<file path="src/rtl/trajectory_overlay.sv">
// trajectory_overlay: double-buffered point table drawn as coloured squares over the scan position.
module trajectory_overlay #(
   parameter int NUM_POINTS = 16,
   parameter int HALF_SIZE  = 2,
   parameter int PT_IDX_W   = 4
) (
   input  logic                clk_in,
   input  logic                rst_n_in,
   input  logic [10:0]         hcount_in,
   input  logic [9:0]          vcount_in,
   input  logic                pt_valid_in,
   output logic                pt_ready_out,
   input  logic [PT_IDX_W-1:0] pt_idx_in,
   input  logic [10:0]         pt_x_in,
   input  logic [9:0]          pt_y_in,
   input  logic [23:0]         pt_color_in,
   input  logic                commit_in,
   output logic                commit_pending_out,
   output logic [23:0]         trajectory_pixel_out
);
   typedef enum logic {IDLE, PENDING} state_t;
   localparam int IW = $clog2(NUM_POINTS);
   localparam logic signed [11:0] HS = 12'(HALF_SIZE);
   state_t state, state_d;
   logic [10:0] sh_x [NUM_POINTS];
   logic [9:0]  sh_y [NUM_POINTS];
   logic [23:0] sh_c [NUM_POINTS];
   logic [10:0] ac_x [NUM_POINTS];
   logic [9:0]  ac_y [NUM_POINTS];
   logic [23:0] ac_c [NUM_POINTS];
   logic [23:0] col_q [NUM_POINTS];
   logic signed [11:0] dx [NUM_POINTS];
   logic signed [11:0] dy [NUM_POINTS];
   logic [NUM_POINTS-1:0] hit, hit_q;
   logic [23:0] pix;
   logic [IW-1:0] wi;
   logic frame_start, fire, swap;

   assign frame_start        = hcount_in == '0 && vcount_in == '0;
   assign commit_pending_out = state == PENDING;
   assign pt_ready_out       = !commit_pending_out;
   assign fire               = pt_valid_in && pt_ready_out && int'(pt_idx_in) < NUM_POINTS;
   assign swap               = commit_pending_out && frame_start;
   assign wi                 = pt_idx_in[IW-1:0];

   always_comb begin
      state_d = state;
      if (state == IDLE && commit_in) state_d = PENDING;
      if (state == PENDING && frame_start) state_d = IDLE;
   end

   always_ff @(posedge clk_in or negedge rst_n_in)
      if (!rst_n_in) state <= IDLE;
      else state <= state_d;

   // Writes are blocked while PENDING, so a swap edge never coincides with a shadow write.
   always_ff @(posedge clk_in or negedge rst_n_in)
      if (!rst_n_in) begin
         for (int i = 0; i < NUM_POINTS; i++) begin
            sh_x[i] <= '0;
            sh_y[i] <= '0;
            sh_c[i] <= '0;
            ac_x[i] <= '0;
            ac_y[i] <= '0;
            ac_c[i] <= '0;
         end
      end else begin
         if (fire) begin
            sh_x[wi] <= pt_x_in;
            sh_y[wi] <= pt_y_in;
            sh_c[wi] <= pt_color_in;
         end
         if (swap) begin
            ac_x <= sh_x;
            ac_y <= sh_y;
            ac_c <= sh_c;
         end
      end

   // Signed 12-bit differences let squares clip at the screen edges instead of wrapping.
   always_comb begin
      hit = '0;
      for (int i = 0; i < NUM_POINTS; i++) begin
         dx[i]  = $signed({1'b0, hcount_in}) - $signed({1'b0, ac_x[i]});
         dy[i]  = $signed({2'b0, vcount_in}) - $signed({2'b0, ac_y[i]});
         hit[i] = ac_c[i] != '0 && dx[i] >= -HS && dx[i] <= HS && dy[i] >= -HS && dy[i] <= HS;
      end
   end

   always_comb begin
      pix = '0;
      for (int i = NUM_POINTS - 1; i >= 0; i--) pix = hit_q[i] ? col_q[i] : pix;
   end

   // Colours travel with the hit vector so a swap cannot mix banks within one pixel.
   always_ff @(posedge clk_in or negedge rst_n_in)
      if (!rst_n_in) begin
         hit_q <= '0;
         for (int i = 0; i < NUM_POINTS; i++) col_q[i] <= '0;
         trajectory_pixel_out <= '0;
      end else begin
         hit_q <= hit;
         col_q <= ac_c;
         trajectory_pixel_out <= pix;
      end
endmodule

</file>
<file path="config.mk">
export PLATFORM = sky130hd
export DESIGN_NAME = trajectory_overlay
export DESIGN_NICKNAME = d
export VERILOG_FILES = /design/src/rtl/trajectory_overlay.sv
export SDC_FILE = /design/constraint.sdc
export NUM_CORES = 2
export LEC_CHECK = 0
export BUFFER_PORTS_ARGS = -buffer_cell sky130_fd_sc_hd__buf_4
export CAP_MARGIN = 10
export CELL_PAD_IN_SITES_DETAIL_PLACEMENT = 1
export CELL_PAD_IN_SITES_GLOBAL_PLACEMENT = 2
export CORE_MARGIN = 3
export CORE_UTILIZATION = 40
export CTS_CLUSTER_DIAMETER = 120
export DETAILED_ROUTE_END_ITERATION = 8
export PLACE_DENSITY_LB_ADDON = 0.12
export SYNTH_ARGS = -nofsm -noshare
export SYNTH_HDL_FRONTEND = slang
export SYNTH_SLANG_ARGS = --single-unit
export TNS_END_PERCENT = 10
</file>
<file path="constraint.sdc">
create_clock -name clk_in -period 3.7 [get_ports clk_in]
set_clock_uncertainty 0.05 [all_clocks]
set_input_delay 0.555 -clock clk_in [delete_from_list [all_inputs] [get_ports clk_in]]
set_output_delay 0.555 -clock clk_in [all_outputs]
set_load 0.05 [all_outputs]
</file>
---- Word-level counts from Yosys, hierarchy flattened ----
Index checks and enable logic that the tools add are counted.
storage, ports and cells
  word-level logic and storage cells ...... 331
  bits in registers ....................... 1865
operators by class
  $lt $le $gt $ge ......................... 66
  reductions and logical operators ........ 89
  add/sub/neg operators ................... 32
  bitwise gates (word level) .............. 2
  mux-type cells .......................... 27
operators by type and width
  kind                                                                 number
  2-to-1 mux 24 bit                                                    17
  bitwise mux 384 bit                                                  1
  nonzero test 24 bit                                                  16
  greater-or-equal comparator 12 x 2 -> 1 bit (second input constant)  16
  less-or-equal comparator 12 x 3 -> 1 bit (second input constant)     16
  subtractor 11 x 11 -> 12 bit                                         16
  bitwise mux 176 bit                                                  1
  greater-or-equal comparator 11 x 2 -> 1 bit (second input constant)  16
  less-or-equal comparator 11 x 3 -> 1 bit (second input constant)     16
  subtractor 10 x 10 -> 11 bit                                         16
  bitwise mux 160 bit                                                  1
  demux 24 bit (select 4 bit)                                          1
  logical AND 1 bit                                                    69
  demux 11 bit (select 4 bit)                                          1
  demux 10 bit (select 4 bit)                                          1
  logical NOT 11 bit                                                   1
  2-to-1 mux 11 bit                                                    1
  logical NOT 10 bit                                                   1
  2-to-1 mux 10 bit                                                    1
  greater-or-equal comparator 5 bit (second input constant)            1
  less-than comparator 5 x 1 -> 1 bit (second input constant)          1
  inverter 4 -> 5 bit                                                  1
  2-to-1 mux 1 bit                                                     2
  nonzero test 2 bit                                                   1
  other kinds (2)                                                      2

---- Depth between registers and ports, before layout ----
  depth in word-level cells ............... 16
  mapped depth ............................ 12

---- Worst setup path before layout ----
Ideal clock, no wire load.
  path kind ............................... input to register
  start ................................... input hcount_in[0]
  end ..................................... register hit_q[11]
  stages .................................. 12
  data arrival time ....................... 3.526 ns
  setup slack ............................. 0.037 ns
  path buffers ............................ 0
  path through ............................ inv_1 ha_1 inv_1 fa_1 a21oi_1 o21ai_1 a2111oi_1 nor2_1 xnor2_1 or4b_1 or4_1 a22oi_1
between the ends
  longest elaborated chain between the ends .. 6
  elaborated cells on any way between the ends .. 7
  those cells by class .................... add/sub: 1; order compare: 2; reduce/logical: 4
ends and longest elaborated chain
  item                                         RTL line  text
  start: declaration                           9         input logic [10:0] hcount_in,
  subtractor 11 x 11 -> 12 bit *               84        dx[i] = $signed({1'b0, hcount_in}) - $signed({1'b0, ac_x[i]});
  greater-or-equal comparator 12 x 2 -> 1 bit  86        hit[i] = ac_c[i] != '0 && dx[i] >= -HS && dx[i] <= HS && dy[i] >= -HS && dy[i] <= HS;
  logical AND 1 bit                            86
  logical AND 1 bit * (3 in a row)             86
  net hit[11]                                  34        logic [NUM_POINTS-1:0] hit, hit_q;
  end signal: assignment                       102       hit_q <= hit;
  end: declaration                             34
Mark *: on every way through the listed nets, which the timed path passes. The rest lies on a longest branch.
A chain may end at the register's enable or synchronous reset.

---- Final worst setup path ----
  start ................................... register ac_x[44] (netlist name)
  end ..................................... register hit_q[11]
between the ends
  longest elaborated chain between the ends .. 6
  elaborated cells on any way between the ends .. 7
  those cells by class .................... add/sub: 1; order compare: 2; reduce/logical: 4
ends and longest elaborated chain
  item                                         RTL line  text
  start: declaration                           28        logic [10:0] ac_x [NUM_POINTS];
  start signal: indexed assignment             63        ac_x[i] <= '0;
  start signal: assignment                     74        ac_x <= sh_x;
  subtractor 11 x 11 -> 12 bit *               84
  greater-or-equal comparator 12 x 2 -> 1 bit  86
  logical AND 1 bit                            86
  logical AND 1 bit * (3 in a row)             86
  net hit[11]                                  34
Marks and branches as above.

==> flow_metrics.tcl <==
set metrics [dict create \
    dpl.cell_count 9837 \
    power_switching_uw 10200 \
    vdd_drop_max_v 0.000480 \
    setup_viol 0 \
    pwr-share-comb 0.049 \
    nNetsFinal 7700 \
    synthToLayoutAreaGrowth_pct 15.5 \
    grt_pass1_wl_um 374000 \
    p_leak_uw 0.0486 \
    drc_errors 0 \
    slew_violations 0 \
    synth_nets 7404 \
    cap_violations 0 \
    ys_top_cells_by_area "dfrtp_1 (55%), mux2_2 (11%), ha_1 (5.0%), mux2_1 (4.2%), o21ai_0 (2.0%)" \
    path_clk_slew_ns 0.06 \
    cp-start-kind "register" \
    place_congestion 0.827 \
    die_h_um 465 \
    num_vias 55500 \
    max-slew-margin-rel 0.243 \
    power_frac_clock 0.478 \
    outcome "finished clean" \
    synthFlopType "dfrtp_1" \
    detail_route.first_pass.iterations 8 \
    fin_crit_sh 0.894 \
    track_usage 0.225 \
    overflow 0 \
    core-area_um2 208000 \
    fmax_mhz 302 \
    cts_tree "built" \
    cp.arrival_ns 4.01 \
    clockBufferDepth 3 \
    avgSynthCellArea_um2 12.1 \
    rows 167 \
    antenna_found_initial 14 \
    ys_ff_latch 1865 \
    stdcell_area_um2 97200 \
    numCtsBuffers 205 \
    synthCells 6962 \
    grt_pass1_vias 59600 \
    wl_per_cell_um 23.7 \
    hold_path.class "primary input to register" \
    ys_types 88 \
    antenna_left 0 \
    end_kind "register" \
    io_pins 100 \
    h-tree-depth 4 \
    grt_max_degree 123 \
    initial_core_util 0.405 \
    drive_gt1_frac 0.213 \
    clock_latency_ns 0.87 \
    critical_path.max_fanout 2 \
    hold_viol 0 \
    vias_per_cell 5.43 \
    routed_wl_um 242000 \
    place.port_buffers 99 \
    yosysSeqAreaShare 0.554 \
    clock-sinks 1865 \
    synth_top_area_share 0.554 \
    max_slew.worst_pin.slew_ns 1.11 \
    synth_edf_count 0 \
    period_needed_ns 3.31 \
    swShare 0.235 \
    synth_top_cell_by_area "dfrtp_1" \
    die_area_um2 216000 \
    dpl.hpwl_um 168000 \
    fin_cells 10200 \
    drt-initial-drc-count 2653 \
    fp.dieW_um 465 \
    ys_warn_count 0 \
    cts_root_buffer "clkbuf_16" \
    seqPwrFrac 0.473 \
    syn_area_um2 84200 \
    power_density_nw_per_um2 447 \
    required_ns 4.40 \
    p_int_uw 33300 \
    rsz0062_at_grt "no" \
    ys_async_sr_fraction 1.00 \
    post-route-util 0.467 \
    crit_type "register to register" \
    dpl-instance-area_um2 90300 \
]
## registers in the layout (all words and copies together), names as in the netlist
name,count
sh_x,176
sh_y,160
hit_q,16
ac_c,384
sh_c,384
trajectory_pixel_out,24
ac_y,160
col_q,384
ac_x,176
commit_pending_out,1
## final cells by class
type / instances / area (um^2)
fill: 21600 / 111000
sequential: 1865 / 46700
multi-input combinational: 4378 / 34800
clock buffer: 300 / 5930
timing repair buffer: 387 / 3710
tap: 2788 / 3490
inverter: 421 / 1580
clock inverter: 75 / 1040
antenna: 4 / 10.0
## cell usage in the layout, fill, tap and decap left out, types with 60 or more instances in the layout
cell type  synthesis  routed
nand4_1           62      62
a21oi_1          197     197
nor3_1           120     120
buf_4              0     322
o21ai_1           71      71
xor2_1            87      87
mux2_2           825     825
a211oi_1          92      92
clkbuf_16          0     205
o21ai_0          337     337
o21a_1            88      88
nand2_1          416     407
nor2_1           328     326
nor4_1           152     151
xnor2_1          105     105
buf_12             0      62
nor2b_1           64      60
dfrtp_1         1865    1862
mux2_1           317     317
inv_1            418     418
nand2b_1          72      72
ha_1             336     336
## cells by family after synthesis
logic type	share of synthesized area
buffers and inverters	0.0328
muxes	0.154
DFF	0.554
AOI/OAI and AO/OA	0.0973
adders and majority gates	0.0575
and+or+nand+nor	0.0837
xor gates and xnor gates	0.0200
## per-layer routing
layer | vias up | wire [um] | global-route usage | share of wire
met5 | - | 0 | 0 | 0
met4 | 0 | 5650 | 0.0546 | 0.023
met3 | 312 | 6140 | 0.0266 | 0.025
met2 | 649 | 119000 | 0.388 | 0.49
met1 | 29000 | 111000 | 0.302 | 0.46
li1 | 25500 | - | - | -
## cells in the mapped netlist (30+ instances only)
library cell,n
xnor2_1,105
a21o_1,39
nor2_1,328
o21ai_1,71
dfrtp_1,1865
a2111oi_0,52
o31ai_1,48
inv_1,418
or4_1,31
clkbuf_1,230
nand2b_1,72
a211oi_1,92
o221ai_1,32
o21a_1,88
nand4_1,62
buf_2,52
o41ai_1,30
ha_1,336
a21oi_1,197
nor2b_1,64
nor4_1,152
a22oi_1,31
nor3_1,120
xor2_1,87
mux2_2,825
mux2_1,317
o21ai_0,337
fa_1,32
nand2_1,416
nand3_1,52
## critical path, stage by stage (launching register included)
cell and delay (ns):
dfrtp_1 0.34, ha_1 0.16, inv_1 0.05, fa_1 0.38
a21oi_1 0.22, o21ai_1 0.12, a2111oi_1 0.42, buf_4 0.18
nor2_1 0.05, xnor2_1 0.13, or4b_1 0.52, or4_1 0.41
a22oi_1 0.19
## repair_timing
item | 4_1_cts | 5_1_grt
hold endpoints to repair | 67 | 0
hold buffers | 2 | 0
gates resized for setup | 0 | 0
setup buffers | 0 | 0
## power by group through the flow
stage / registers (uW) / clock network, uW / logic, uW
6_report: 20600 / 20800 / 2130
5_1_grt: 20600 / 22300 / 2380
4_1_cts: 20600 / 21400 / 2200
3_5_place_dp: 21000 / 0 / 2190
3_3_place_gp: 21000 / 0 / 2150
2_1_floorplan: 20900 / 0 / 910
## through the flow
stage	setup slack (ns)	power [uW]	setup TNS [ns]	hold slack [ns]
final	0.392	43500	0	0.114
after global routing	0.0893	45300	0	0.0763
after CTS	0.335	44200	0	0.0487
after detailed placement	-0.314	23200	-2.37	0.333
after global placement	-0.284	23100	-1.79	0.326
after floorplan	0.0365	21900	0	0.209
## final timing paths
check | startpoint | to | slack [ns] | depth (start not counted)
max | ac_x[44] | hit_q[11] | 0.39 | 12
min | pt_color_in[2] | sh_c[122] | 0.11 | 2
max reg2reg | ac_x[44] | hit_q[11] | 0.39 | 12
min reg2reg | ac_c[107] | col_q[107] | 0.33 | 0
max in group asynchronous | rst_n_in | ac_c[81] | 2.06 | 4
min in group asynchronous | rst_n_in | sh_c[222] | 0.26 | 2
(Power assumes the default switching activity.)
